## src/rtl/avalon_st_gen_pkg.sv

```systemverilog
// Shared types and address map for the Avalon-ST generator burst sequencer.
package avalon_st_gen_pkg;

    typedef enum logic [3:0] {
        S_IDLE,
        S_WR_SAMP,
        S_WR_START,
        S_SETTLE,
        S_POLL_RD,
        S_POLL_CHK,
        S_POLL_WAIT,
        S_GAP,
        S_FINISH
    } seq_state_t;

    localparam logic [3:0] GEN_ADDR_STATE   = 4'd4;
    localparam logic [3:0] GEN_ADDR_START   = 4'd5;
    localparam logic [3:0] GEN_ADDR_SAMPLES = 4'd8;

    localparam logic [3:0] CSR_ID          = 4'd0;
    localparam logic [3:0] CSR_VERSION     = 4'd1;
    localparam logic [3:0] CSR_ZERO        = 4'd2;
    localparam logic [3:0] CSR_SCRATCH     = 4'd3;
    localparam logic [3:0] CSR_STATUS      = 4'd4;
    localparam logic [3:0] CSR_CTRL        = 4'd5;
    localparam logic [3:0] CSR_NUM_BURSTS  = 4'd6;
    localparam logic [3:0] CSR_SAMPLES     = 4'd7;
    localparam logic [3:0] CSR_GAP         = 4'd8;
    localparam logic [3:0] CSR_BURSTS_DONE = 4'd9;

    localparam logic [31:0] SEQ_ID       = 32'h5E9C0001;
    localparam logic [31:0] SEQ_VERSION  = 32'h00000100;
    localparam logic [31:0] CSR_UNMAPPED = 32'hdeadbeef;

    function automatic logic [31:0] status_word(input logic err, input logic done,
                                                input logic busy);
        return {29'd0, err, done, busy};
    endfunction

endpackage

```

## src/rtl/avalon_st_gen_sequencer.sv

```systemverilog
// Burst scheduler: programs the pattern generator over Avalon-MM, polls it to
// completion, waits a gap and repeats for the requested number of bursts.
module avalon_st_gen_sequencer
    import avalon_st_gen_pkg::*;
#(
    parameter int POLL_INTERVAL = 16,
    parameter int SETTLE_CYC    = 3
) (
    input  logic        csi_clk_clk,
    input  logic        rsi_reset_reset,
    input  logic [3:0]  avs_ctrl_address,
    input  logic        avs_ctrl_read,
    input  logic        avs_ctrl_write,
    output logic [31:0] avs_ctrl_readdata,
    input  logic [31:0] avs_ctrl_writedata,
    output logic [3:0]  avm_gen_address,
    output logic        avm_gen_read,
    output logic        avm_gen_write,
    output logic [31:0] avm_gen_writedata,
    input  logic [31:0] avm_gen_readdata,
    output logic        ins_irq_irq
);

    seq_state_t  state;
    logic        busy, done, err, abort_pend;
    logic [31:0] bursts_done, cnt;
    logic [31:0] scratch, cfg_bursts, cfg_samples, cfg_gap;
    logic [31:0] bursts_shadow, samples_shadow, gap_shadow;
    logic [31:0] rd_mux;
    logic        ctrl_wr, start_req, abort_req, status_clr;
    logic        unused_readdata;

    assign unused_readdata = ^avm_gen_readdata[31:1];

    // Abort beats start when both bits are written together.
    assign ctrl_wr    = avs_ctrl_write && (avs_ctrl_address == CSR_CTRL);
    assign start_req  = ctrl_wr && avs_ctrl_writedata[0] && !avs_ctrl_writedata[1];
    assign abort_req  = ctrl_wr && avs_ctrl_writedata[1];
    assign status_clr = avs_ctrl_write && (avs_ctrl_address == CSR_STATUS);

    always_comb begin
        rd_mux = CSR_UNMAPPED;
        case (avs_ctrl_address)
            CSR_ID:          rd_mux = SEQ_ID;
            CSR_VERSION:     rd_mux = SEQ_VERSION;
            CSR_ZERO:        rd_mux = 32'd0;
            CSR_SCRATCH:     rd_mux = scratch;
            CSR_STATUS:      rd_mux = status_word(err, done, busy);
            CSR_CTRL:        rd_mux = 32'd0;
            CSR_NUM_BURSTS:  rd_mux = cfg_bursts;
            CSR_SAMPLES:     rd_mux = cfg_samples;
            CSR_GAP:         rd_mux = cfg_gap;
            CSR_BURSTS_DONE: rd_mux = bursts_done;
            default:         rd_mux = CSR_UNMAPPED;
        endcase
    end

    always_ff @(posedge csi_clk_clk) begin
        if (rsi_reset_reset) begin
            scratch           <= 32'd0;
            cfg_bursts        <= 32'd0;
            cfg_samples       <= 32'd0;
            cfg_gap           <= 32'd0;
            avs_ctrl_readdata <= 32'd0;
        end else begin
            if (avs_ctrl_read) avs_ctrl_readdata <= rd_mux;
            if (avs_ctrl_write) begin
                case (avs_ctrl_address)
                    CSR_SCRATCH:    scratch     <= avs_ctrl_writedata;
                    CSR_NUM_BURSTS: cfg_bursts  <= avs_ctrl_writedata;
                    CSR_SAMPLES:    cfg_samples <= avs_ctrl_writedata;
                    CSR_GAP:        cfg_gap     <= avs_ctrl_writedata;
                    default: ;
                endcase
            end
        end
    end

    // Master strobes are single-cycle pulses, never both high; address and
    // writedata are valid while the strobe is high, the slave has no waitrequest.
    always_ff @(posedge csi_clk_clk) begin
        if (rsi_reset_reset) begin
            state             <= S_IDLE;
            busy              <= 1'b0;
            done              <= 1'b0;
            err               <= 1'b0;
            ins_irq_irq       <= 1'b0;
            abort_pend        <= 1'b0;
            bursts_done       <= 32'd0;
            cnt               <= 32'd0;
            bursts_shadow     <= 32'd0;
            samples_shadow    <= 32'd0;
            gap_shadow        <= 32'd0;
            avm_gen_read      <= 1'b0;
            avm_gen_write     <= 1'b0;
            avm_gen_address   <= 4'd0;
            avm_gen_writedata <= 32'd0;
        end else begin
            avm_gen_read  <= 1'b0;
            avm_gen_write <= 1'b0;
            // Clears come first so that FSM sets later in this block win.
            if (status_clr) begin
                if (avs_ctrl_writedata[1]) done <= 1'b0;
                if (avs_ctrl_writedata[2]) err  <= 1'b0;
                if (avs_ctrl_writedata[1] || avs_ctrl_writedata[2]) ins_irq_irq <= 1'b0;
            end
            if (abort_req && state != S_IDLE) abort_pend <= 1'b1;

            case (state)
                S_IDLE: begin
                    if (start_req) begin
                        bursts_shadow  <= cfg_bursts;
                        samples_shadow <= cfg_samples;
                        gap_shadow     <= cfg_gap;
                        bursts_done    <= 32'd0;
                        done           <= 1'b0;
                        if (cfg_samples == 32'd0) begin
                            err         <= 1'b1;
                            ins_irq_irq <= 1'b1;
                        end else if (cfg_bursts == 32'd0) begin
                            done        <= 1'b1;
                            ins_irq_irq <= 1'b1;
                        end else begin
                            busy              <= 1'b1;
                            state             <= S_WR_SAMP;
                            avm_gen_write     <= 1'b1;
                            avm_gen_address   <= GEN_ADDR_SAMPLES;
                            avm_gen_writedata <= cfg_samples;
                        end
                    end
                end
                S_WR_SAMP: begin
                    avm_gen_write     <= 1'b1;
                    avm_gen_address   <= GEN_ADDR_START;
                    avm_gen_writedata <= 32'd1;
                    state             <= S_WR_START;
                end
                S_WR_START: begin
                    cnt   <= 32'(SETTLE_CYC);
                    state <= S_SETTLE;
                end
                S_SETTLE, S_POLL_WAIT: begin
                    if (cnt == 32'd0) begin
                        avm_gen_read    <= 1'b1;
                        avm_gen_address <= GEN_ADDR_STATE;
                        state           <= S_POLL_RD;
                    end else begin
                        cnt <= cnt - 32'd1;
                    end
                end
                S_POLL_RD: state <= S_POLL_CHK;
                S_POLL_CHK: begin
                    if (avm_gen_readdata[0]) begin
                        cnt   <= 32'(POLL_INTERVAL);
                        state <= S_POLL_WAIT;
                    end else begin
                        bursts_done <= bursts_done + 32'd1;
                        if ((bursts_done + 32'd1 == bursts_shadow) || abort_pend || abort_req) begin
                            state <= S_FINISH;
                        end else begin
                            cnt   <= gap_shadow;
                            state <= S_GAP;
                        end
                    end
                end
                S_GAP: begin
                    if (abort_pend || abort_req) begin
                        state <= S_FINISH;
                    end else if (cnt == 32'd0) begin
                        avm_gen_write     <= 1'b1;
                        avm_gen_address   <= GEN_ADDR_SAMPLES;
                        avm_gen_writedata <= samples_shadow;
                        state             <= S_WR_SAMP;
                    end else begin
                        cnt <= cnt - 32'd1;
                    end
                end
                S_FINISH: begin
                    busy        <= 1'b0;
                    done        <= 1'b1;
                    ins_irq_irq <= 1'b1;
                    abort_pend  <= 1'b0;
                    state       <= S_IDLE;
                end
                default: state <= S_IDLE;
            endcase
        end
    end

endmodule

```

## config.mk

```make
export PLATFORM = sky130hd
export DESIGN_NAME = avalon_st_gen_sequencer
export DESIGN_NICKNAME = d
export VERILOG_FILES = /design/src/rtl/avalon_st_gen_pkg.sv /design/src/rtl/avalon_st_gen_sequencer.sv
export SDC_FILE = /design/constraint.sdc
export NUM_CORES = 1
export LEC_CHECK = 0
export BUFFER_PORTS_ARGS = -buffer_cell sky130_fd_sc_hd__buf_2
export CAP_MARGIN = 20
export CORE_MARGIN = 2
export CORE_UTILIZATION = 55
export DETAILED_ROUTE_END_ITERATION = 6
export GPL_ROUTABILITY_DRIVEN = 1
export PLACE_DENSITY = 0.74
export SLEW_MARGIN = 5
export SYNTH_ARGS = -nofsm -noshare
export SYNTH_HDL_FRONTEND = slang
export SYNTH_SLANG_ARGS = --single-unit
```

## constraint.sdc

```tcl
create_clock -name csi_clk_clk -period 7.3 [get_ports csi_clk_clk]
set_clock_uncertainty 0.05 [all_clocks]
set_input_delay 0.365 -clock csi_clk_clk [delete_from_list [all_inputs] [get_ports csi_clk_clk]]
set_output_delay 0.365 -clock csi_clk_clk [all_outputs]
set_load 0.01 [all_outputs]
```

==> out/results.ini <==
[clock_tree]
insertion_delay_ns = 0.55
cts_tree = yes
post_cts_resized = 0
clkSlewWorstSetupHoldPaths_ns = 0.06
cts_setup_buffers = 0
htreeDepth = 2
cts_max_path_buffers = 3
cts_buffers = 40
clock_tree.root_cell = clkbuf_16
clock-sinks = 366
ctsHoldBuffers = 0

[flow_run]
max_cap_viol_count = 0

[drt]
vias = 16252
wl_um = 51400
antenna_left = 0
via_per_inst = 6.31
drc = 0
drtIter0Drc = 2114
wire_per_inst_um = 20.0
dr.pass1.iters = 6

[worst_hold_path]
holdPathStages = 3
hold_class = input pin to flip-flop
hold_path_end = cfg_bursts[27]$_SDFFE_PP0P_
hp-start = avs_ctrl_writedata[27]

[grt]
grt_overflow = 0
grt_pass1_vias = 14838
grt_start_max_net_pins = 145
grt_usage_pct = 32.0
grt_antenna_before_repair = 0
grt_pass1_wl_um = 81100

[floorplanning]
die_y_um = 178
ios = 143
die_area_um2 = 31600
num_rows = 63
start_util_pct = 55.9
chipWidth_um = 178
core_area_um2 = 29700

[critical_path]
cp-end-kind = flip-flop
critPathMaxFanout = 42
cp.required_ns = 7.69
r2r-start = bursts_done[0]$_SDFFE_PP0P_
critPathKind = flip-flop to flip-flop
r2r_cells = 10
rrSetupSlack_ns = 2.96
startpoint_type = flip-flop
timing.rr.end = cnt[7]$_SDFFE_PP0P_
cp.arrival_ns = 4.73

[logic_synthesis]
avgSynthCellArea_um2 = 7.71
yosysWarningCount = 0
synth_async_sr_flop_share_pct = 0
synth.distinct_cells = 80
synth_nets = 2230
synth_enable_flop_cells = 0
synth-seq-cells = 366
synth_cells = 2156
synthFlopType = dfxtp_1
syn_area_um2 = 16600
yosysSeqAreaShare_pct = 44.1

[timing]
period_share_pct = 59.5
rsz0062_at_grt = no
finalHoldViolCount = 0
fmax_mhz = 230
finalMaxSlewViolations = 0
worst_pin_slew_ns = 1.13
fin_crit_ns = 4.34
finalSetupViolCount = 0
fin_tns_setup_ns = 0
slew_headroom_pct = 24.3

[placed_design]
port_buffers = 110
place.gp.congestion = 0.923
dp_hpwl_um = 34600

[power]
power_density_nw_per_um2 = 296
p_leak_uw = 0.00634
ir_worst_vdd_mv = 0.201

[cells_and_area]
final_util_pct = 62.5
fillCellCount = 2658
fin_nets = 2233
syn2layout_area_growth_pct = 11.8
antenna_cells = 0
drive_gt1_share_pct = 10.8
seq_area_um2 = 7330
multi_input_area_um2 = 8510

[status]
outcome = finished, final reports clean

-- cell type report --
cell class	instances	area share, %
Clock inverter	12	0.889
Multi-Input combinational cell	1586	45.8
Clock buffer	57	6.28
Timing Repair Buffer	140	4.45
Tap cell	390	2.63
Sequential cell	366	39.5
Inverter	25	0.505
-- synthesized netlist by cell type (all sizes together), types with 22 or more instances --
| cell | count | share of area (%) |
|---|---|---|
| nand2 | 514 | 12 |
| dfxtp | 366 | 44 |
| a21oi | 326 | 9.8 |
| clkbuf | 153 | 3.5 |
| nor2 | 146 | 3.3 |
| a22oi | 80 | 3.6 |
| nor3 | 56 | 1.8 |
| o21ai | 53 | 1.7 |
| a211oi | 47 | 2.1 |
| nor4 | 36 | 1.4 |
| xnor2 | 29 | 1.5 |
| nand3 | 27 | 0.84 |
| buf | 26 | 0.96 |
| a311oi | 25 | 1.3 |
| inv | 22 | 0.50 |
-- cells in the final DEF (no fill, tap or decap), drive strengths merged, types with 15 or more instances in the layout --
cell type / count
a311oi: 25
xnor2: 29
and2: 15
clkbuf: 57
dfxtp: 366
xor2: 15
a222oi: 17
o21ai: 53
nor3: 56
buf: 140
a22oi: 80
a211oi: 47
nor4: 36
nor2: 146
nand3: 27
inv: 24
a21oi: 326
nand2: 514
nand4: 16
-- kinds of logic after synthesis --
logic type,share of synthesized area (%)
AND/OR/NAND/NOR,23.7
AO/OA/AOI/OAI,24.3
flip-flops,44.1
buffers and inverters,4.99
XOR/XNOR,2.32
multiplexers,0.361
adder cells (fa/ha/maj),0.151
other,0.0226
-- stage by stage --
stage / instance area (µm²) / setup WS, ns / std cells / hold WS (ns) / total power (µW)
after CTS: 18500 / 2.98 / 2575 / 0.0379 / 5500
after floorplan: 16600 / 3.94 / 2156 / 0.382 / 3130
after global routing: 18600 / 2.64 / 2576 / 0.0474 / 5750
final: 18600 / 2.96 / 2576 / 0.0468 / 5500
after global placement: 17200 / 3.13 / 2505 / 0.392 / 3430
after detailed placement: 17200 / 3.03 / 2506 / 0.397 / 3460
-- metal layers --
metal	wire [µm]	GRT usage, %
met1	22300	45.3
met2	23300	50.2
met3	4270	4.46
met4	1560	10.4
met5	0	0
-- where the power goes --
| group | leakage (µW) | switching, µW | internal, µW | total, µW |
|---|---|---|---|---|
| combinational | 0.00272 | 821 | 429 | 1250 |
| clock | 0.000662 | 831 | 1220 | 2050 |
| sequential | 0.00296 | 85.1 | 2110 | 2190 |
| total | 0.00634 | 1740 | 3760 | 5500 |
-- worst max-delay path, cell delays in order (launching register included) --
cell,delay (ns)
dfxtp_1,0.49
ha_1,0.41
and4_2,0.31
nand3_1,0.13
o31a_1,0.31
a2111oi_0,0.48
o2111ai_1,0.26
or4_4,0.56
o21ai_4,0.82
a221oi_1,0.13
a211oi_1,0.28
-- sequential cells by signal, summed over array words and instances, names as in the netlist, 3 cells and up --
signal             flops
avm_gen_address        3
avm_gen_writedata     32
avs_ctrl_readdata     32
bursts_done           32
bursts_shadow         32
cfg_bursts            32
cfg_gap               32
cfg_samples           32
cnt                   32
gap_shadow            32
samples_shadow        32
scratch               32
state                  4
-- how the worst max path moves through the flow --
stage          cells past startpoint                        start              endpoint  slack [ns]
6_report                          10  bursts_done[0]$_SDFFE_PP0P_   cnt[7]$_SDFFE_PP0P_        2.96
5_1_grt                           10  bursts_done[0]$_SDFFE_PP0P_  cnt[24]$_SDFFE_PP0P_        2.64
4_1_cts                           10  bursts_done[0]$_SDFFE_PP0P_   cnt[7]$_SDFFE_PP0P_        2.98
3_5_place_dp                      10  bursts_done[0]$_SDFFE_PP0P_   cnt[7]$_SDFFE_PP0P_        3.03
3_3_place_gp                      10  bursts_done[0]$_SDFFE_PP0P_   cnt[0]$_SDFFE_PP0P_        3.13
2_1_floorplan                     12  bursts_done[1]$_SDFFE_PP0P_  cnt[17]$_SDFFE_PP0P_        3.94
No activity file was read; power rests on OpenSTA's default activity.
